`src/rtl/mult_share_arb.sv`:
```
// mult_share_arb: round-robin scheduler sharing one pipelined multiplier
// (mult_man) among REQ requesters. A {valid, id} tag travels alongside the
// multiplier pipeline so each product is steered back to its originator.
// Optional feature macro: MULT_SHARE_ARB_CHECK_EN enables a sticky err flag
// that fires when the tag pipeline head disagrees with mul_res_rdy.
module mult_share_arb #(
    parameter int N   = 8,
    parameter int M   = 4,
    parameter int REQ = 4,
    parameter int LAT = 4,
    parameter int IDW = 2
) (
    input  logic             clk,
    input  logic             rstn,
    input  logic             arb_en,
    input  logic [REQ-1:0]   req_vld,
    output logic [REQ-1:0]   req_rdy,
    input  logic [REQ*N-1:0] req_mult1,
    input  logic [REQ*M-1:0] req_mult2,
    output logic             mul_data_rdy,
    output logic [N-1:0]     mul_mult1,
    output logic [M-1:0]     mul_mult2,
    input  logic             mul_res_rdy,
    input  logic [N+M-1:0]   mul_res,
    output logic [REQ-1:0]   rsp_vld,
    output logic [IDW-1:0]   rsp_id,
    output logic [N+M-1:0]   rsp_res,
    output logic             busy,
    output logic             err
);

    logic [IDW-1:0] ptr_reg;
    logic [IDW-1:0] grant_id;
    logic [REQ-1:0] grant;
    logic           xfer;

    logic [IDW-1:0] iss_id_reg;
    logic [LAT-1:0] tag_vld_reg;
    logic [IDW-1:0] tag_id_reg [LAT];

    // Round-robin search: first valid requester upward from ptr+1, with wrap
    always_comb begin
        int  idx;
        logic found;
        grant    = '0;
        grant_id = '0;
        found    = 1'b0;
        idx      = 0;
        for (int k = 1; k <= REQ; k++) begin
            idx = int'(ptr_reg) + k;
            if (idx >= REQ) begin
                idx = idx - REQ;
            end
            if (!found && req_vld[idx]) begin
                grant[idx] = 1'b1;
                grant_id   = IDW'(idx);
                found      = 1'b1;
            end
        end
        req_rdy = arb_en ? grant : '0;
    end

    // A grant is only ever given to a valid requester, so any grant is a transfer
    assign xfer = |req_rdy;

    // Priority pointer: remembers the last requester served
    always_ff @(posedge clk or negedge rstn) begin
        if (!rstn) begin
            ptr_reg <= IDW'(REQ - 1);
        end else if (xfer) begin
            ptr_reg <= grant_id;
        end
    end

    // Issue stage: present granted operands to the multiplier one cycle after transfer
    always_ff @(posedge clk or negedge rstn) begin
        if (!rstn) begin
            mul_data_rdy <= 1'b0;
            mul_mult1    <= '0;
            mul_mult2    <= '0;
            iss_id_reg   <= '0;
        end else begin
            mul_data_rdy <= xfer;
            if (xfer) begin
                mul_mult1  <= req_mult1[grant_id*N +: N];
                mul_mult2  <= req_mult2[grant_id*M +: M];
                iss_id_reg <= grant_id;
            end
        end
    end

    // Tag stage 0: captures the issue stage as the multiplier samples data_rdy
    always_ff @(posedge clk or negedge rstn) begin
        if (!rstn) begin
            tag_vld_reg[0] <= 1'b0;
            tag_id_reg[0]  <= '0;
        end else begin
            tag_vld_reg[0] <= mul_data_rdy;
            tag_id_reg[0]  <= iss_id_reg;
        end
    end

    generate
        for (genvar gi = 1; gi < LAT; gi++) begin : g_tag
            // Tag stage gi: plain shift, matching the multiplier's fixed latency
            always_ff @(posedge clk or negedge rstn) begin
                if (!rstn) begin
                    tag_vld_reg[gi] <= 1'b0;
                    tag_id_reg[gi]  <= '0;
                end else begin
                    tag_vld_reg[gi] <= tag_vld_reg[gi-1];
                    tag_id_reg[gi]  <= tag_id_reg[gi-1];
                end
            end
        end
    endgenerate

    // Response stage: register the product together with its owner's strobe
    always_ff @(posedge clk or negedge rstn) begin
        if (!rstn) begin
            rsp_vld <= '0;
            rsp_id  <= '0;
            rsp_res <= '0;
        end else begin
            rsp_vld <= tag_vld_reg[LAT-1] ? (REQ'(1) << tag_id_reg[LAT-1]) : '0;
            if (tag_vld_reg[LAT-1]) begin
                rsp_id  <= tag_id_reg[LAT-1];
                rsp_res <= mul_res;
            end
        end
    end

    assign busy = mul_data_rdy | (|tag_vld_reg) | (|rsp_vld);

`ifdef MULT_SHARE_ARB_CHECK_EN
    // Sticky alignment check: the tag head must track the multiplier's result strobe
    always_ff @(posedge clk or negedge rstn) begin
        if (!rstn) begin
            err <= 1'b0;
        end else if (tag_vld_reg[LAT-1] != mul_res_rdy) begin
            err <= 1'b1;
        end
    end
`else
    // Without the checker the result strobe is not needed; responses follow the tag
    logic unused_res_rdy;
    assign unused_res_rdy = mul_res_rdy;
    assign err            = 1'b0;
`endif

endmodule

```
`config.mk`:
```
export PLATFORM = sky130hd
export DESIGN_NAME = mult_share_arb
export DESIGN_NICKNAME = d
export VERILOG_FILES = /design/src/rtl/mult_share_arb.sv
export SDC_FILE = /design/constraint.sdc
export NUM_CORES = 1
export LEC_CHECK = 0
export CAP_MARGIN = 20
export CORE_MARGIN = 2
export CORE_UTILIZATION = 40
export CTS_CLUSTER_SIZE = 12
export DETAILED_ROUTE_END_ITERATION = 10
export PLACE_DENSITY = 0.87
export SETUP_SLACK_MARGIN = 0.05
export SKIP_CTS_REPAIR_TIMING = 1
export SYNTH_ARGS = -nofsm -noshare
export SYNTH_HDL_FRONTEND = slang
export SYNTH_SLANG_ARGS = --single-unit
```
`constraint.sdc`:
```
create_clock -name clk -period 3.15 [get_ports clk]
set_clock_uncertainty 0.1 [all_clocks]
set_input_delay 0.7875 -clock clk [delete_from_list [all_inputs] [get_ports clk]]
set_output_delay 0.7875 -clock clk [all_outputs]
set_load 0.1 [all_outputs]
```
Yosys cells after proc, flatten, opt, wreduce, memory -nomap -nowiden

Cells that the tools add are included.

Register bits after elaboration: 47
Input bits: 68
Logic and storage cells: 94

Add/sub/neg operators: 8
Magnitude comparators: 12
Shift-type cells: 3
Mux-type cells: 37
Bitwise logic cells: 5
Reductions and logical operators: 13

Operators with widths:

| cell                                                        | count |
|---|---|
| >= comparator 32 x 1 -> 1 bit, second input constant        | 4 |
| less-than comparator 32 x 4 -> 1 bit, second input constant | 4 |
| two-way mux 32 bit                                          | 4 |
| variable part select 32 x 6 -> 8 bit                        | 1 |
| two-way mux 4 bit                                           | 6 |
| variable part select 16 x 5 -> 4 bit                        | 1 |
| two-way mux 1 bit                                           | 15 |
| bitwise OR 4 bit                                            | 3 |
| OR reduction 4 bit                                          | 3 |
| subtractor 3 x 3 -> 4 bit, second input constant            | 3 |
| >= comparator 3 bit, second input constant                  | 3 |
| binary-select mux 1 bit (select 2 bit)                      | 4 |
| demux 1 bit (select 2 bit)                                  | 4 |
| two-way mux 2 bit                                           | 4 |
| logical AND 1 bit                                           | 7 |
| adder 2 x 2 -> 3 bit, second input constant                 | 2 |
| subtractor 4 x 3 -> 5 bit, second input constant            | 1 |
| adder 2 x 3 -> 4 bit, second input constant                 | 1 |
| >= comparator 4 x 3 -> 1 bit, second input constant         | 1 |
| left shift 1 x 2 -> 4 bit, first input constant             | 1 |
| adder 2 x 1 -> 3 bit, second input constant                 | 1 |
| zero test 1 bit                                             | 3 |
| bitwise OR 1 bit                                            | 2 |

Logic depth before layout (Yosys ltp)

Depth after elaboration: 18
Gate-level depth with buffers: 13
Mapped depth without buffers: 9

Least setup slack after synthesis

No wires, ideal clock.

Path kind: register -> output
Start: register ptr_reg[1]
End: output req_rdy[0]
Arrival time: 4527 ps
Required time: 2263 ps
Setup slack: -2264 ps
Stages on the path, launching flop included: 9
Path buffers: 2
Cells stage by stage: dfstp_2 clkbuf_1 inv_1 ha_1 buf_6 mux4_2 nor4b_4 nand2_1 a21boi_0

Cells in the longest elaborated chain, start to end: 17
Elaborated cells between the ends (all ways): 65
Those cells by class: add/sub (8); order compare (12); mux (32); bitwise (3); reduce/logical (10)

Ends and longest elaborated chain:

| what                                                                                   | RTL line | text |
|---|---|---|
| start, declared                                                                        | 32       | `logic [IDW-1:0] ptr_reg;` |
| start signal, assigned                                                                 | 69       | `ptr_reg <= IDW'(REQ - 1);` |
| start signal, assigned                                                                 | 71       | `ptr_reg <= grant_id;` |
| parallel branches: the longest is 15 deep, another holds >= comparator 32 x 1 -> 1 bit | -        |  |
| two-way mux 4 bit (*)                                                                  | 54       | `if (!found && req_vld[idx]) begin` |
| two-way mux 4 bit (*)                                                                  | 60       | `req_rdy = arb_en ? grant : '0;` |
| end, declared                                                                          | 17       | `output logic [REQ-1:0] req_rdy,` |

Mark *: on every way between the ends. The select of a mux whose other input is x is not followed.

Final worst setup path

Start: register ptr_reg[1]
End: output req_rdy[1]

Same word-level chain as after synthesis.

==> flow_metrics.py <==
metrics = {
    "critical_path": {
        "classification_of_the_worst_setup_path": "reg -> out",
        "timing.critical_path.cells": "inv_6 -> ha_4 -> mux4_2 -> nor4b_4 -> buf_6 -> nand2_2 -> o211ai_1 -> and2_4 -> buf_12",
        "cp.buffers_inverters": 3,
        "stage_delay_of_the_slowest_cell_on_the_critical_path_ns": 0.58,
        "worst_path_dominant_cell_family": "flip-flops",
        "worst_ep_arrival_time_ns": 2.65,
        "slowest_stage": "sky130_fd_sc_hd__dfstp_2",
        "worstPathRequired_ns": 2.26,
        "cp-end-kind": "primary output",
        "worst_setup_sp_type": "flip-flop",
        "maximum_fanout_count_along_the_critical_path": 5,
    },
    "timing": {
        "report.final.hold_viol_count": 0,
        "finalCriticalPeriod_ns": 3.54,
        "setup_viol": 4,
        "achievable-frequency_mhz": 283,
        "final_min_period_over_clock_period_pct": 112,
        "setup_slack_ns": -0.388,
        "grt_setup_unrepaired": "true",
        "finalMaxSlewViolations": 0,
    },
    "global_routing": {
        "antenna_found_initial": 0,
        "grt_use_total_pct": 15.9,
        "grt_start_max_net_pins": 48,
        "via_count_of_the_first_global_routing_pass": 2174,
        "global_route.overflow_total": 0,
        "grt_first_pass_wirelength_um": 9530,
    },
    "status": {
        "run_status": "finished, violations left",
        "failed_checks": "setup timing",
    },
    "synth": {
        "postSynth.asyncResetShare_pct": 100,
        "ys.flop_type": "sky130_fd_sc_hd__dfrtp_1",
        "post_synth_cell_types": 47,
        "ys_ff_latch": 47,
        "synth_area_per_cell_sq_um": 12.0,
        "postSynthNetCount": 299,
        "netlist_instances": 223,
        "yosys_warnings": 0,
        "synth_area_sq_mm": 0.00267,
        "ys_seq_area_share_pct": 44.1,
        "number_of_enable_type_register_cells_in_the_synthesized_netlist": 0,
    },
    "cts": {
        "tritoncts_num_sinks": 47,
        "ctsLongestPathBuffers": 2,
        "cts_tree": "done",
        "htree_num_levels": 2,
        "number_of_buffers_added_by_the_clock_tree_synthesis_step": 5,
        "clk-insertion-delay-late_ns": 0.29,
        "cts.reportedPaths.clkPinSlew_ns": 0.09,
        "clock-root-buffer": "sky130_fd_sc_hd__clkbuf_8",
    },
    "detailed_routing": {
        "drtIter0Drc": 57,
        "avgViaCountPerCell": 5.08,
        "detail-route-antenna-nets": 0,
        "dr_total_vias": 2159,
        "wl_per_cell_um": 13.4,
        "final_routed_wirelength_across_all_metal_layers_um": 5700,
        "drt_pass1_iterations": 4,
        "drcViolationCount": 0,
    },
    "die": {
        "floorplan.initialDensity_pct": 41.8,
        "chipHeight_um": 85.7,
        "io_pins": 105,
        "die_width_um": 85.7,
        "floorplan.core_area_sq_mm": 0.00639,
        "placement_rows": 29,
        "dieArea_sq_mm": 0.00734,
    },
    "layout": {
        "flip_flop_count_of_the_largest_register_all_copies_and_words_added": 12,
        "nets": 423,
        "drive_gt1_share_pct": 37.6,
        "final.fill_count": 494,
        "antenna_cells": 0,
        "synthToLayoutAreaGrowth_pct": 53.7,
        "final-instance-count-excl-fill": 425,
        "multi_input_gate_area_sq_mm": 0.00140,
        "seq_area_sq_mm": 0.00118,
    },
    "place": {
        "place.port_buffers": 102,
        "gpl.final_weighted_congestion": 0.759,
        "post-dp-hpwl_um": 4370,
        "dp.cells": 411,
    },
    "job": {
        "maxCapViolCount": 0,
    },
    "worst_hold_path": {
        "hp-class": "reg -> reg",
    },
}
-- kinds of logic after synthesis --
family | count (synthesis) | synth area share, %
flops | 47 | 44.1
fa+ha+maj | 8 | 3.75
buf+inv | 24 | 6.04
simple gates | 44 | 8.58
compound gates | 44 | 12.6
mux | 55 | 24.8
other cells | 1 | 0.140
-- final timing paths --
path	start	endpoint	cells after the start	slack, ns
worst max-delay path	ptr_reg[1]	req_rdy[1]	9	-0.39
worst min-delay path	tag_id_reg[4]	tag_id_reg[2]	0	0.25
worst max register to register	ptr_reg[1]	ptr_reg[0]	12	0.07
worst min register to register	tag_id_reg[4]	tag_id_reg[2]	0	0.25
max in group asynchronous	rstn	rsp_res[0]	2	2.15
min in group asynchronous	rstn	tag_id_reg[6]	1	0.31
-- area by class of cell --
class / instances / share of cell area [%]
clock buffers: 5 / 1.68
multi-input cells: 152 / 34.0
flip-flops and latches: 47 / 28.7
clock inverters: 3 / 1.16
well taps: 77 / 2.35
repair buffers: 134 / 31.2
inverters: 7 / 0.884
-- placed cells by master (no fill, tap or decap), types with 5 or more instances in the layout --
master	n
sky130_fd_sc_hd__o21ai_2	8
sky130_fd_sc_hd__clkbuf_8	5
sky130_fd_sc_hd__mux2_4	8
sky130_fd_sc_hd__mux2i_1	26
sky130_fd_sc_hd__clkdlybuf4s50_1	61
sky130_fd_sc_hd__buf_12	8
sky130_fd_sc_hd__mux2_2	17
sky130_fd_sc_hd__buf_4	59
sky130_fd_sc_hd__ha_1	7
sky130_fd_sc_hd__o21ai_1	8
sky130_fd_sc_hd__dfrtp_1	45
sky130_fd_sc_hd__nand2_1	25
-- through the flow --
stage / hold slack, ns / util (%) / TNS (ns) / instance area (sq um) / setup WS, ns
floorplan: 0.231 / - / -1.98 / 2740 / -0.572
global placement: 0.231 / 61.0 / -5.23 / 3890 / -0.544
detailed placement: 0.235 / 61.0 / -6.85 / 3890 / -0.607
CTS: 0.255 / 62.8 / -2.52 / 4010 / -0.623
global route: 0.264 / 64.3 / -1.87 / 4100 / -0.493
finish: 0.246 / 64.3 / -1.41 / 4100 / -0.388
-- Yosys cell counts (all sizes together) (2+ instances only) --
library cell  number  area (sq um)
nor3b              3          22.5
a22oi              3          22.5
nand2             27           101
o22ai              2          12.5
nor2b              2          20.0
o211ai             5          42.5
ha                 8           100
buf               13           120
inv                7          26.3
o31ai              2          28.8
nand2b             2          12.5
clkbuf             4          15.0
a21boi             2          15.0
o21ai             19           125
dfstp              2          52.6
a21oi              2          10.0
mux2i             26           260
mux2              25           312
a21o               2          15.0
nor2               3          11.3
mux4               4          90.1
dfrtp             45          1130
-- layer usage --
layer  track usage [%]  part of all wire (%)  up-vias
met3              3.95                   6.7        4
met2              30.1                    54       87
li1                  -                     -     1049
met4              3.75                  0.98        0
met5                 0                     0        -
met1              17.7                    39     1019
Power is left out: the tool's default activity adds up to more than one toggle a clock period on the data nets, which glitch-free logic cannot reach.
